==> src/rtl/demux1_4_fifo.sv <==
// Purpose: registered 1:4 stream demux, one 2-entry FIFO per channel, saturating drop counter.
// Latency: 1 cycle from input accept to out_valid on an empty channel; 1 word/cycle sustained.
// Backpressure: in_ready drops only when the selected enabled channel is full; disabled channels always sink.

// Two-entry FIFO slice for one channel; caller guarantees no push when full, no pop when empty.
module demux1_4_fifo_ch #(
  parameter int DW = 8
) (
  input  logic          clk,
  input  logic          rst_n,
  input  logic          push,
  input  logic [DW-1:0] push_data,
  input  logic          pop,
  output logic [DW-1:0] head,
  output logic [1:0]    level
);

  logic [DW-1:0] mem0;
  logic [DW-1:0] mem1;
  logic          wr_ptr;
  logic          rd_ptr;

  // Storage, pointers and occupancy; simultaneous push/pop leaves the level unchanged.
  always_ff @(posedge clk or negedge rst_n) begin
    if (!rst_n) begin
      mem0   <= '0;
      mem1   <= '0;
      wr_ptr <= 1'b0;
      rd_ptr <= 1'b0;
      level  <= 2'd0;
    end else begin
      if (push) begin
        if (wr_ptr) mem1 <= push_data;
        else        mem0 <= push_data;
        wr_ptr <= ~wr_ptr;
      end
      if (pop) rd_ptr <= ~rd_ptr;
      level <= level + {1'b0, push} - {1'b0, pop};
    end
  end

  assign head = rd_ptr ? mem1 : mem0;

endmodule

module demux1_4_fifo #(
  parameter int DW    = 8,
  parameter int CNT_W = 16
) (
  input  logic              clk,
  input  logic              rst_n,
  input  logic              in_valid,
  output logic              in_ready,
  input  logic [1:0]        in_sel,
  input  logic [DW-1:0]     in_data,
  input  logic [3:0]        ch_en,
  output logic [3:0]        out_valid,
  input  logic [3:0]        out_ready,
  output logic [4*DW-1:0]   out_data,
  output logic [7:0]        out_level,
  output logic [CNT_W-1:0]  drop_cnt
);

  logic [1:0] lvl [4];
  logic       accept;
  logic       sel_en;
  logic       drop;

  // Ready looks only at the selected channel's enable and registered level, never at out_ready.
  assign sel_en   = ch_en[in_sel];
  assign in_ready = ~sel_en | (lvl[in_sel] != 2'd2);
  assign accept   = in_valid & in_ready;
  assign drop     = accept & ~sel_en;

  for (genvar k = 0; k < 4; k++) begin : g_ch
    logic push;
    logic pop;

    assign push         = accept & sel_en & (in_sel == 2'(k));
    assign out_valid[k] = (lvl[k] != 2'd0);
    assign pop          = out_valid[k] & out_ready[k];
    assign out_level[2*k +: 2] = lvl[k];

    demux1_4_fifo_ch #(.DW(DW)) u_fifo (
      .clk       (clk),
      .rst_n     (rst_n),
      .push      (push),
      .push_data (in_data),
      .pop       (pop),
      .head      (out_data[k*DW +: DW]),
      .level     (lvl[k])
    );
  end

  // Count words sunk by disabled channels, holding at all-ones.
  always_ff @(posedge clk or negedge rst_n) begin
    if (!rst_n) begin
      drop_cnt <= '0;
    end else if (drop && (drop_cnt != {CNT_W{1'b1}})) begin
      drop_cnt <= drop_cnt + 1'b1;
    end
  end

endmodule

==> config.mk <==
export PLATFORM = sky130hd
export DESIGN_NAME = demux1_4_fifo
export DESIGN_NICKNAME = d
export VERILOG_FILES = /design/src/rtl/demux1_4_fifo.sv
export SDC_FILE = /design/constraint.sdc
export NUM_CORES = 1
export LEC_CHECK = 0
export BUFFER_PORTS_ARGS = -buffer_cell sky130_fd_sc_hd__buf_2
export CORE_MARGIN = 2
export CORE_UTILIZATION = 45
export DETAILED_ROUTE_END_ITERATION = 7
export PLACE_DENSITY = 0.67
export SETUP_SLACK_MARGIN = 0.1
export SYNTH_ARGS = -nofsm -noshare
export SYNTH_HDL_FRONTEND = slang
export SYNTH_HIERARCHICAL = 1
export SYNTH_SLANG_ARGS = --single-unit
==> constraint.sdc <==
create_clock -name clk -period 2.7 [get_ports clk]
set_input_delay 0 -clock clk [delete_from_list [all_inputs] [get_ports clk]]
set_output_delay 0 -clock clk [all_outputs]
set_load 0.01 [all_outputs]
[Yosys cells after proc, flatten, opt, wreduce, memory -nomap -nowiden]
Index checks and enable logic that the tools add are counted.
Cells by class
  bitwise gates (word level): 22
  add/sub/neg operators: 9
  mux-type cells: 9
  reduce and logical (&&, ||, !) cells: 14
  divide/modulo/power cells: 0
  shift operators: 0
  $mul: 0
  magnitude comparators: 2
  equality and inequality tests: 5
Operators with widths (number)
  $mux W8: 4
  $add A16 B1 Y16 const B: 1
  $ne A16 B16 Y1 const B: 1
  $reduce_and A2 Y1: 8
  $and A1 B1 Y1: 11
  $not A1 Y1: 9
  $add A2 B1 Y2: 4
  $reduce_bool A2 Y1: 4
  $sub A2 B1 Y2: 4
  $bmux W2 S2: 1
  $eq A2 B2 Y1 const B: 2
  $mux W2: 2
  $ge A3 B3 Y1 const B: 1
  $lt A2 B3 Y1 const B: 1
  $not A2 Y3: 1
  $bmux W1 S2: 1
  $eq A2 B1 Y1 const B: 1
  $logic_not A2 Y1: 1
  $ne A2 B2 Y1 const B: 1
  $logic_and A1 B1 Y1: 1
  $mux W1: 1
  $or A1 B1 Y1: 1
Storage, ports and cells
  bits in latches: 0
  input bits: 21
  RAM bits: 0
  output and inout bits: 61
  ROM bits: 0
  memories: 0
  register bits after elaboration: 96
  word-level logic and storage cells: 82

[Longest topological paths before layout]
  depth in word-level cells: 11
  gate-level depth with buffers: 8
  mapped depth without buffers: 7

[Cells and area by module]
Netlist, hierarchy kept.
Modules (own cells, without submodules)
  demux1_4_fifo_ch: seq. area each 500.5 sq um, cells each 56, area each 899.6 sq um, instances 4
  demux1_4_fifo: seq. area each 400.4 sq um, cells each 102, area each 1047.3 sq um, instances 1

[Least setup slack after synthesis]
OpenSTA, ideal clock, no wires.
  path type: reg2reg
  from: register g_ch[2].u_fifo.level[1]
  to: register g_ch[0].u_fifo.mem0[0]
  setup time: 0.125 ns
  cell stages (with the launch flop): 7
  arrival time: 2.014 ns
  required time: 2.575 ns
  path slack: 0.560 ns
  clock period less this slack: 2.140 ns
  path through: dfrtp_1 nor2b_1 a221o_1 nor3b_1 nor2b_2 buf_6 mux2_4
Between the ends
  word-level cells in the longest chain between the ends: 9
Ends and longest elaborated chain
  start, declared: RTL line 15  | output logic [1:0] level
  start signal, assigned: RTL line 38  | level <= level + {1'b0, push} - {1'b0, pop};
  $bmux W2 S2: RTL line 71  | assign in_ready = ~sel_en | (lvl[in_sel] != 2'd2);
  $mux W2 (not written as such) (2 in series): RTL line 71
  $ne A2 B2 Y1: RTL line 71
  $or A1 B1 Y1: RTL line 71
  $and A1 B1 Y1: RTL line 72  | assign accept = in_valid & in_ready;
  $and A1 B1 Y1 (2 in series): RTL line 79  | assign push = accept & sel_en & (in_sel == 2'(k));
  net g_ch[0].push: RTL line 76  | logic push;
  $reduce_and A2 Y1 (no source line)
  end signal, assigned: RTL line 34  | else mem0 <= push_data;
  end, declared: RTL line 18  | logic [DW-1:0] mem0;
The timed path passes the listed nets, and every way through them passes these cells. The select of a mux whose other input is x is not followed.
A chain may end at the register's enable or synchronous reset.

[Worst setup path in the final report]
  from: register g_ch[2].u_fifo.level[1]
  to: register g_ch[0].u_fifo.mem0[1]
The elaborated chain is that of the path after synthesis.

==> out/metrics.yaml <==
worst_setup_path:
  crit_arrival_ps: 2510
  critPathMaxStageDelay_ps: 570
  critPathTopFamily: "simple AND/OR/NAND/NOR gates"
  timing_worst_setup_path_type: "reg -> reg"
  r2r_cells: 5
  startpoint_type: "register"
  critPathSlowestCell: "nor2b_2"
  end_kind: "register"
  critPathBufInv: 0
  cp.depth: 5
  cp.required_ps: 2960
  crit_chain: "nor2b_1 > a221o_1 > nor3b_1 > nor2b_2 > mux2_4"
  crit_fanout: 8
timing:
  hold_ws_ps: 14.2
  tightest_slew_ps: 1050
  max_slew_margin: 0.300
  min_period_over_period: 0.834
  fmax_mhz: 444
  slew_viol_final: 0
  period_minus_slack_ps: 2250
  hold_viol_final: 0
  finalSetupTns_ps: 0
  finalSetupViolations: 0
  rsz0062_at_grt: "no"
  skew_ps: 12.4
power_and_ir_drop:
  internal_power_mw: 3.94
  leakagePower_nw: 2.64
  clockPowerShare: 0.165
  power_density_mw_per_mm2: 1090
  power.share.switching: 0.337
  ir_drop_mv: 0.527
  comb_power_share: 0.393
  seqPwrFrac: 0.442
  p_sw_mw: 2.00
clocking:
  htree_levels: 3
  root_buffer: "clkbuf_8"
  path_clk_slew_ps: 100
  cts_tree: "built"
  cts.sinks: 96
  clkLatencyLatePin_ps: 370
  max-clock-path-buffers: 2
  post-cts-setup-buffers: 0
  cts_buffers: 9
synthesis:
  synth.largest_area_cell: "dfrtp_1"
  synth_cell_type_count: 36
  avgSynthCellArea_um2: 14.3
  ys_ff_latch: 96
  synth_ff_type: "dfrtp_1"
  synth_fp_nets: 356
  yosys-top-cells-area: "dfrtp_1 (52%), mux2_2 (16%), mux2_4 (11%)"
  ys_top_cells_by_count: "dfrtp_1 (96), mux2_2 (64), mux2_4 (34)"
  synth_edf_count: 0
  yosysSeqAreaShare: 0.517
  synth_most_common_cell: "dfrtp_1"
  synth_area_mm2: 0.00465
  synth_top_area_frac: 0.517
  synthArstFlopShare: 1.00
  syn-instance-count: 326
  yosysWarnings: 6
grt:
  grt_first_pass_wirelength_mm: 15.6
  gr-total-overflow: 0
  grt_max_degree: 84
  grt_use_total: 0.182
  grt_pass1_vias: 2900
  antenna_found_initial: 0
drt:
  wl_met3_um: 454
  remaining_drc_errors: 0
  route.met2.wl_mm: 4.20
  vias: 2848
  viasPerCell: 5.11
  drtIter0Drc: 126
  antenna_left: 0
  met1_length_mm: 4.64
  wl_mm: 9.39
  top_layer_used: "met4"
  wire_per_inst_um: 16.9
  drt_first_pass_iters: 4
floorplan:
  die_height_um: 106
  start_util: 0.456
  ios: 82
  coreArea_mm2: 0.0102
  die_w_um: 106
  dieArea_mm2: 0.0112
  row_count: 37
worst_hold_path:
  hp-class: "in -> reg"
  hold_depth: 2
run:
  maxCapViolCount: 0
placement:
  hpwl_mm: 6.44
  gp_congestion: 0.769
  portBuffers: 81
cells_and_area:
  drive_gt1_frac: 0.520
  fin_nets: 447
  syn2layout_area_growth_pct: 16.7
  antennaDiodeCount: 0
  final.fill_count: 913
run_status:
  outcome: "finished, final reports clean"
## metrics by stage
stage | setup WS, ps | utilization | cells | total power, mW | area, µm²
after floorplan | 560 | - | 326 | 4.16 | 4650
after global placement | 508 | 0.509 | 538 | 4.92 | 5180
after detailed placement | 436 | 0.509 | 538 | 5.01 | 5180
after CTS | 425 | 0.532 | 557 | 6.01 | 5420
after global routing | 351 | 0.532 | 557 | 6.37 | 5420
final | 449 | 0.532 | 557 | 5.94 | 5420
## registers in the layout, indices dropped and copies added (netlist names)
name,count
g_ch.u_fifo/mem0,32
g_ch.u_fifo/mem1,32
drop_cnt,16
g_ch.u_fifo/level,8
g_ch.u_fifo/rd_ptr,4
g_ch.u_fifo/wr_ptr,4
## cells in the final DEF (no fill, tap or decap), types with 2 or more instances in the layout
cell,synthesis,final
nand2_1,7,7
nor2_1,4,4
nor3_1,9,9
mux2_2,64,64
nand3_1,5,5
clkbuf_8,0,10
nand4_1,3,3
or4_1,2,2
inv_1,11,11
mux2_4,34,34
nand4_2,2,2
dfrtp_1,96,96
nor2b_1,3,3
dlygate4sd3_1,0,4
xor2_1,21,21
nor4_1,2,2
nor2b_2,4,4
xnor2_1,10,10
nand2_2,4,4
nor3b_1,5,5
and2_1,5,5
inv_6,0,2
or2_2,4,4
buf_2,4,80
ha_1,9,9
buf_4,0,6
## logic make-up (layout without fill, tap and decap cells)
group	after synthesis	after routing	synth area share
mux	100	100	0.272
flops	96	96	0.517
simple gates	65	65	0.0905
xor+xnor	31	31	0.0584
buf+inv	21	116	0.0261
fa+ha+maj	9	9	0.0242
compound gates	4	4	0.0116
## routing by layer
| layer | GRT usage | up-vias |
|---|---|---|
| met2 | 0.272 | 64 |
| met1 | 0.260 | 1452 |
| met5 | 0 | - |
| met3 | 0.0489 | 6 |
| li1 | - | 1326 |
| met4 | 0.0545 | 0 |
## repair_timing
item / in CTS / in global routing
endpoints found under the hold margin: 85 / 0
gates resized for setup: 0 / 0
hold buffers: 4 / 0
## final cells by class
cell class | count | area [µm²] | area share
multi-input cells | 209 | 2120 | 0.391
flip-flops and latches | 96 | 2400 | 0.443
inverters | 11 | 41.3 | 0.00761
clock buffers | 10 | 138 | 0.0254
clock inverters | 5 | 63.8 | 0.0118
repair buffers | 90 | 485 | 0.0895
well taps | 136 | 170 | 0.0314
## path summary, 6_finish.rpt
check,startpoint,end,slack (ps)
max,g_ch[2].u_fifo/level[1],g_ch[0].u_fifo/mem0[1],450
min,in_data[4],g_ch[1].u_fifo/mem0[4],10
max reg2reg,g_ch[2].u_fifo/level[1],g_ch[0].u_fifo/mem0[1],450
min reg2reg,drop_cnt[15],drop_cnt[15],500
max in group asynchronous,rst_n,g_ch[1].u_fifo/mem0[7],1550
min in group asynchronous,rst_n,drop_cnt[4],330
## power by group through the flow
stage                     logic (mW)  registers, mW  clock network, mW
final                           2.33           2.62              0.979
after global routing            2.56           2.74               1.07
after CTS                       2.38           2.63               1.01
after detailed placement        2.36           2.65                  0
after global placement          2.30           2.61                  0
after floorplan                 1.70           2.46                  0
Power figures use the tool's default switching activity.
